`config.mk`:
```
export PLATFORM = sky130hd
export DESIGN_NAME = led_pulse_stretch
export DESIGN_NICKNAME = d
export VERILOG_FILES = /design/src/rtl/led_stretch_pkg.sv /design/src/rtl/led_pwm.sv /design/src/rtl/led_pulse_stretch.sv
export SDC_FILE = /design/constraint.sdc
export NUM_CORES = 1
export LEC_CHECK = 0
export ABC_AREA = 1
export BUFFER_PORTS_ARGS = -buffer_cell sky130_fd_sc_hd__buf_2
export CAP_MARGIN = 20
export CORE_MARGIN = 3
export CORE_UTILIZATION = 25
export CTS_CLUSTER_SIZE = 20
export DETAILED_ROUTE_END_ITERATION = 10
export SLEW_MARGIN = 20
export SYNTH_ARGS = -nofsm -noshare
export SYNTH_HDL_FRONTEND = slang
export SYNTH_SLANG_ARGS = --single-unit
export TNS_END_PERCENT = 1
```
`constraint.sdc`:
```
create_clock -name sysclk -period 2.75 [get_ports sysclk]
set_input_delay 0.1375 -clock sysclk [delete_from_list [all_inputs] [get_ports sysclk]]
set_output_delay 0.1375 -clock sysclk [all_outputs]
set_load 0.02 [all_outputs]
```
`src/rtl/led_stretch_pkg.sv`:
```
// Shared types and helpers for the LED pulse stretcher.
// Holds the FSM state encoding and the timer-width helper.
package led_stretch_pkg;

    typedef enum logic [1:0] {
        S_IDLE = 2'd0,
        S_ON   = 2'd1,
        S_GAP  = 2'd2
    } state_t;

    // Bits needed by a down-counter loaded with up to max(a,b).
    function automatic int timer_width(input int a, input int b);
        int m;
        m = (a > b) ? a : b;
        return (m < 1) ? 1 : $clog2(m + 1);
    endfunction

endpackage

```
`src/rtl/led_pwm.sv`:
```
// PWM dimmer for the ON phase of the LED pulse stretcher.
// Ports: sysclk/reset, start (entry into S_ON), on_next (next state is S_ON),
// led (registered, dimmed drive).
module led_pwm #(
    parameter int PWM_PERIOD = 16,
    parameter int PWM_DUTY   = 4
) (
    input  logic sysclk,
    input  logic reset,
    input  logic start,
    input  logic on_next,
    output logic led
);

    localparam int CW = (PWM_PERIOD > 1) ? $clog2(PWM_PERIOD) : 1;

    logic [CW-1:0] cnt;
    logic [CW-1:0] cnt_n;

    // Restart the phase on every blink so each one looks the same.
    always_comb begin
        cnt_n = cnt + 1'b1;
        if (start || (int'(cnt) == PWM_PERIOD - 1))
            cnt_n = '0;
    end

    always_ff @(posedge sysclk or posedge reset) begin
        if (reset) begin
            cnt <= '0;
            led <= 1'b0;
        end else begin
            cnt <= cnt_n;
            led <= on_next && (int'(cnt_n) < PWM_DUTY);
        end
    end

endmodule

```
`src/rtl/led_pulse_stretch.sv`:
```
// Stretches single-cycle event strobes into visible LED blinks with a
// mandatory dark gap, queueing events that arrive mid-blink.
// Ports: sysclk, reset (async, active-high), pulse_in (event strobe),
// led (LED drive), busy (not idle), pending (queued events),
// overflow (sticky, an event was dropped).
// Optional: define LED_STRETCH_PWM_EN to dim the LED with PWM during ON.
module led_pulse_stretch
    import led_stretch_pkg::*;
#(
    parameter int ON_COUNT    = 25_000_000,
    parameter int OFF_COUNT   = 12_500_000,
    parameter int PENDING_MAX = 7
`ifdef LED_STRETCH_PWM_EN
    ,
    parameter int PWM_PERIOD  = 16,
    parameter int PWM_DUTY    = 4
`endif
) (
    input  logic                               sysclk,
    input  logic                               reset,
    input  logic                               pulse_in,
    output logic                               led,
    output logic                               busy,
    output logic [$clog2(PENDING_MAX+1)-1:0]   pending,
    output logic                               overflow
);

    localparam int TW = timer_width(ON_COUNT, OFF_COUNT);
    localparam int PW = $clog2(PENDING_MAX + 1);

    localparam logic [TW-1:0] ON_LOAD  = TW'(ON_COUNT - 1);
    localparam logic [TW-1:0] OFF_LOAD = TW'(OFF_COUNT - 1);
    localparam logic [PW-1:0] P_MAX    = PW'(PENDING_MAX);

    state_t        state, state_n;
    logic [TW-1:0] timer, timer_n;
    logic [PW-1:0] pending_n;
    logic          work, tdone, start;
    logic          inc, dec, drop;

    assign work  = (pending != '0) | pulse_in;
    assign tdone = (timer == '0);

    always_comb begin
        state_n = state;
        timer_n = timer;
        start   = 1'b0;
        unique case (state)
            S_IDLE: begin
                if (work) begin
                    start   = 1'b1;
                    state_n = S_ON;
                    timer_n = ON_LOAD;
                end
            end
            S_ON: begin
                if (tdone) begin
                    state_n = S_GAP;
                    timer_n = OFF_LOAD;
                end else begin
                    timer_n = timer - 1'b1;
                end
            end
            S_GAP: begin
                if (tdone) begin
                    if (work) begin
                        start   = 1'b1;
                        state_n = S_ON;
                        timer_n = ON_LOAD;
                    end else begin
                        state_n = S_IDLE;
                    end
                end else begin
                    timer_n = timer - 1'b1;
                end
            end
            default: begin
                state_n = S_IDLE;
                timer_n = '0;
            end
        endcase
    end

    // A start with an empty queue eats pulse_in directly, so that pulse
    // never enters the queue; otherwise the start drains one queued event.
    assign inc  = pulse_in && !(start && (pending == '0));
    assign dec  = start && (pending != '0);
    assign drop = inc && !dec && (pending == P_MAX);

    always_comb begin
        pending_n = pending;
        if (inc && !dec && !drop)
            pending_n = pending + 1'b1;
        else if (dec && !inc)
            pending_n = pending - 1'b1;
    end

    always_ff @(posedge sysclk or posedge reset) begin
        if (reset) begin
            state    <= S_IDLE;
            timer    <= '0;
            pending  <= '0;
            overflow <= 1'b0;
        end else begin
            state    <= state_n;
            timer    <= timer_n;
            pending  <= pending_n;
            if (drop)
                overflow <= 1'b1;
        end
    end

    assign busy = (state != S_IDLE);

`ifdef LED_STRETCH_PWM_EN
    led_pwm #(
        .PWM_PERIOD (PWM_PERIOD),
        .PWM_DUTY   (PWM_DUTY)
    ) u_pwm (
        .sysclk  (sysclk),
        .reset   (reset),
        .start   (start),
        .on_next (state_n == S_ON),
        .led     (led)
    );
`else
    assign led = (state == S_ON);
`endif

endmodule
```
==> results.rst <==
.. list-table::
   :header-rows: 1

   * - Metric
     - Value
   * - Yosys top cell area share
     - 36.7%
   * - Number of enable flip-flop cells after synthesis
     - 0
   * - Int Pwr
     - 0.000793 W
   * - CP most frequent cell
     - inv_1
   * - # port buffers
     - 8
   * - Clock tree from TritonCTS
     - built
   * - Hold Path Class
     - primary input to flip-flop
   * - Part of the total power dissipated in sequential elements
     - 44.1%
   * - DR WL/cell
     - 13.7 um
   * - Final Power
     - 0.00116 W
   * - Source of the worst hold timing path
     - pulse_in
   * - Total I/O pin count
     - 9
   * - Synth cell count leaders
     - 64 x nand2_1, 36 x nor2_1, 31 x dfrtp_1, 31 x inv_1
   * - Dominant cell type by area after synthesis
     - dfrtp_1
   * - Total grt overflow
     - 0
   * - Critical-path cell with the highest stage delay
     - fa_1
   * - Max-slew violation total from the final report
     - 0
   * - Area of the die
     - 9600 um2
   * - Number of vias after detailed routing
     - 2008
   * - Switching fraction of total power
     - 31.7%
   * - Floorplan Core Area
     - 7970 um2
   * - Hold buffer count at cts
     - 1
   * - Placer Congestion
     - 0.899
   * - Final clock skew
     - 6.25 ps
   * - Total count of hold-check failures in the final report
     - 0
   * - Number of placement rows
     - 32
   * - Leading register cell type out of synthesis
     - dfrtp_1
   * - Post-DR vias/cell
     - 4.86
   * - Fin nets
     - 316
   * - Proportion of synthesized flip-flops having asynchronous set or reset
     - 100%
   * - Antenna diode count
     - 0
   * - Largest incremental delay on the critical path
     - 440 ps
   * - Transition time at the pin with the least slew margin
     - 575 ps
   * - Antenna violations before repair
     - 0
   * - Largest net degree at the start of global routing
     - 32
   * - Clock Power Share
     - 35.3%
   * - Synth top area cells
     - dfrtp_1 37%, nand2_1 11%, nor2_1 6.4%
   * - Number of gates resized after CTS
     - 0
   * - Final critical-path required period
     - 2110 ps
   * - Number of maximum-capacitance violations
     - 0
   * - Final worst-path cycle share
     - 76.9%
   * - Clock buffers created by TritonCTS
     - 5
   * - First-pass DRT Iterations
     - 4
   * - Net switching power figure
     - 0.000367 W
   * - Clk buf depth
     - 2
   * - CTS H-tree depth
     - 2
   * - Maximum clock frequency
     - 473 MHz
   * - Unrepaired setup endpoints after global routing
     - false
   * - Initial DRC count
     - 161
   * - Relative slew slack
     - 61.5%
   * - Share of cells above drive strength 1
     - 15.4%
   * - Clock edge transition at the registers on the reported setup and hold paths
     - 70 ps
   * - Synthesized area per cell
     - 7.22 um2
   * - Part of the total power dissipated in combinational logic
     - 20.6%
   * - VDD IR max
     - 0.355 mV
   * - Unique masters post-synth
     - 30
   * - Total nets after synthesis
     - 299
   * - Critical register-to-register path startpoint
     - timer[0]
   * - Most numerous cell in the Yosys netlist
     - nand2_1
   * - Combined area of all synthesized cells
     - 2110 um2
   * - Required time of the critical path
     - 2930 ps
   * - Cells after Synth
     - 293
   * - DIE WIDTH
     - 98.0 um
   * - Post-route ant nets
     - 0
   * - Final setup TNS
     - 0 ps
   * - Critical path startpoint
     - timer[0]
   * - Filler Cells Inserted
     - 861
   * - GRT Util Overall
     - 12.2%
   * - Critical path type
     - flip-flop to flip-flop
   * - Syn-to-layout area delta
     - 13.7%
   * - Kind of end point of the critical path
     - flip-flop
   * - Number of synthesized register bits
     - 31
   * - Total non-filler cell area in the finished layout
     - 2400 um2
   * - PD cells
     - 483 nW/um2
   * - Syn. warnings
     - 0
   * - Count of unresolved DRC violations after routing
     - 0
   * - Die Y-Extent
     - 98.0 um
   * - Seq/Total Area, Yosys
     - 36.7%
   * - Wire length of the first global-routing pass
     - 9600 um
   * - Critical Path, Cell by Cell
     - inv_1, ha_1, inv_1, nor2_1, nand3_1, nor2_4, nand4_2, nand4_1, fa_1, nand2_1, o21ai_1
   * - Worst-path maximum fanout
     - 4
   * - Via count of the first global-routing pass
     - 1924
   * - Wirelength, routed
     - 5660 um
   * - Initial Util
     - 26.5%
   * - Number of setup buffers added after CTS
     - 0
   * - # clock sinks
     - 31
   * - Post-route worst hold slack
     - 143 ps
   * - Fraction of the core area covered by cells at the end of the flow
     - 30.2%
   * - Kind of launch point of the worst setup path
     - flip-flop
   * - Placed Area
     - 2290 um2
   * - Family with the most delay on the worst path
     - simple AND/OR/NAND/NOR gates
   * - Latest clock arrival within the worst-skew pair
     - 290 ps
   * - Number of endpoints failing setup at the final stage
     - 0
   * - Result of the run
     - completed
   * - CP arrival
     - 2300 ps
   * - Leakage
     - 1.07 nW
   * - DP Wirelength
     - 4180 um
   * - Worst path bufs/invs
     - 2
   * - Cell at the root of the clock tree
     - clkbuf_8
[per-layer routing]
| layer | up-vias | global-route usage, % | part of all wire [%] |
|---|---|---|---|
| met5 | - | 0 | 0 |
| met4 | 0 | 3.73 | 1.6 |
| met3 | 8 | 2.21 | 5.2 |
| met2 | 60 | 19.2 | 45 |
| met1 | 944 | 17.0 | 48 |
| li1 | 996 | - | - |
[per-stage QoR]
step / std cells / setup WS (ps)
2_1_floorplan: 293 / 826
3_3_place_gp: 404 / 736
3_5_place_dp: 404 / 638
4_1_cts: 413 / 635
5_1_grt: 413 / 405
6_report: 413 / 636
[sequential cells by signal (all words and copies together) (netlist names)]
register / cells
timer: 25
pending: 3
state: 2
overflow: 1
[worst paths after layout]
| path | endpoint | slack, ps | cells past startpoint |
|---|---|---|---|
| max in group asynchronous | timer[6] | 1990 | 4 |
| hold / removal | overflow | 140 | 2 |
| hold reg to reg | overflow | 470 | 1 |
| setup reg to reg | pending[1] | 640 | 11 |
| setup / recovery | pending[1] | 640 | 11 |
| min in group asynchronous | timer[2] | 470 | 4 |
[cell usage in the layout, fill, tap and decap left out, types with 2 or more instances in the layout]
cell type / synthesis / final
buf_2: 0 / 8
a31oi_1: 3 / 3
nand3_2: 3 / 3
o21ai_1: 6 / 6
o22ai_1: 3 / 3
xnor2_1: 3 / 3
nor3_2: 2 / 2
nor3_1: 7 / 7
nand3_1: 24 / 24
nor2_2: 11 / 11
ha_1: 2 / 2
inv_1: 31 / 31
nand2_2: 8 / 8
buf_4: 0 / 4
xor2_1: 11 / 11
nor2_1: 36 / 36
nor4_1: 2 / 2
dfrtp_1: 31 / 31
nor2_4: 3 / 3
a21oi_1: 5 / 5
nand4_1: 4 / 4
nand2_1: 64 / 64
clkbuf_8: 0 / 7
o21ai_0: 24 / 24
[final cells by class]
type | instances | area [um2] | area share [%]
multi-input combinational | 228 | 1200 | 50.1
sequential | 31 | 776 | 32.3
tap | 102 | 128 | 5.31
inverter | 31 | 116 | 4.84
clock buffer | 8 | 100 | 4.16
timing repair buffer | 13 | 80.1 | 3.33
[cell families after synthesis]
| logic type | synth area share (%) |
|---|---|
| compound gates | 11.6 |
| xor+xnor | 5.80 |
| fa+ha+maj | 2.13 |
| buf+inv | 6.39 |
| flops | 36.7 |
| simple gates | 37.4 |
[power groups by stage]
stage                     combinational (W)  sequential [W]  clock, W
after floorplan                    0.000124        0.000555         0
after global placement             0.000238        0.000520         0
after detailed placement           0.000244        0.000520         0
after CTS                          0.000244        0.000513  0.000418
after global routing               0.000278        0.000518  0.000448
final                              0.000239        0.000512  0.000410
(Power assumes the default switching activity.)
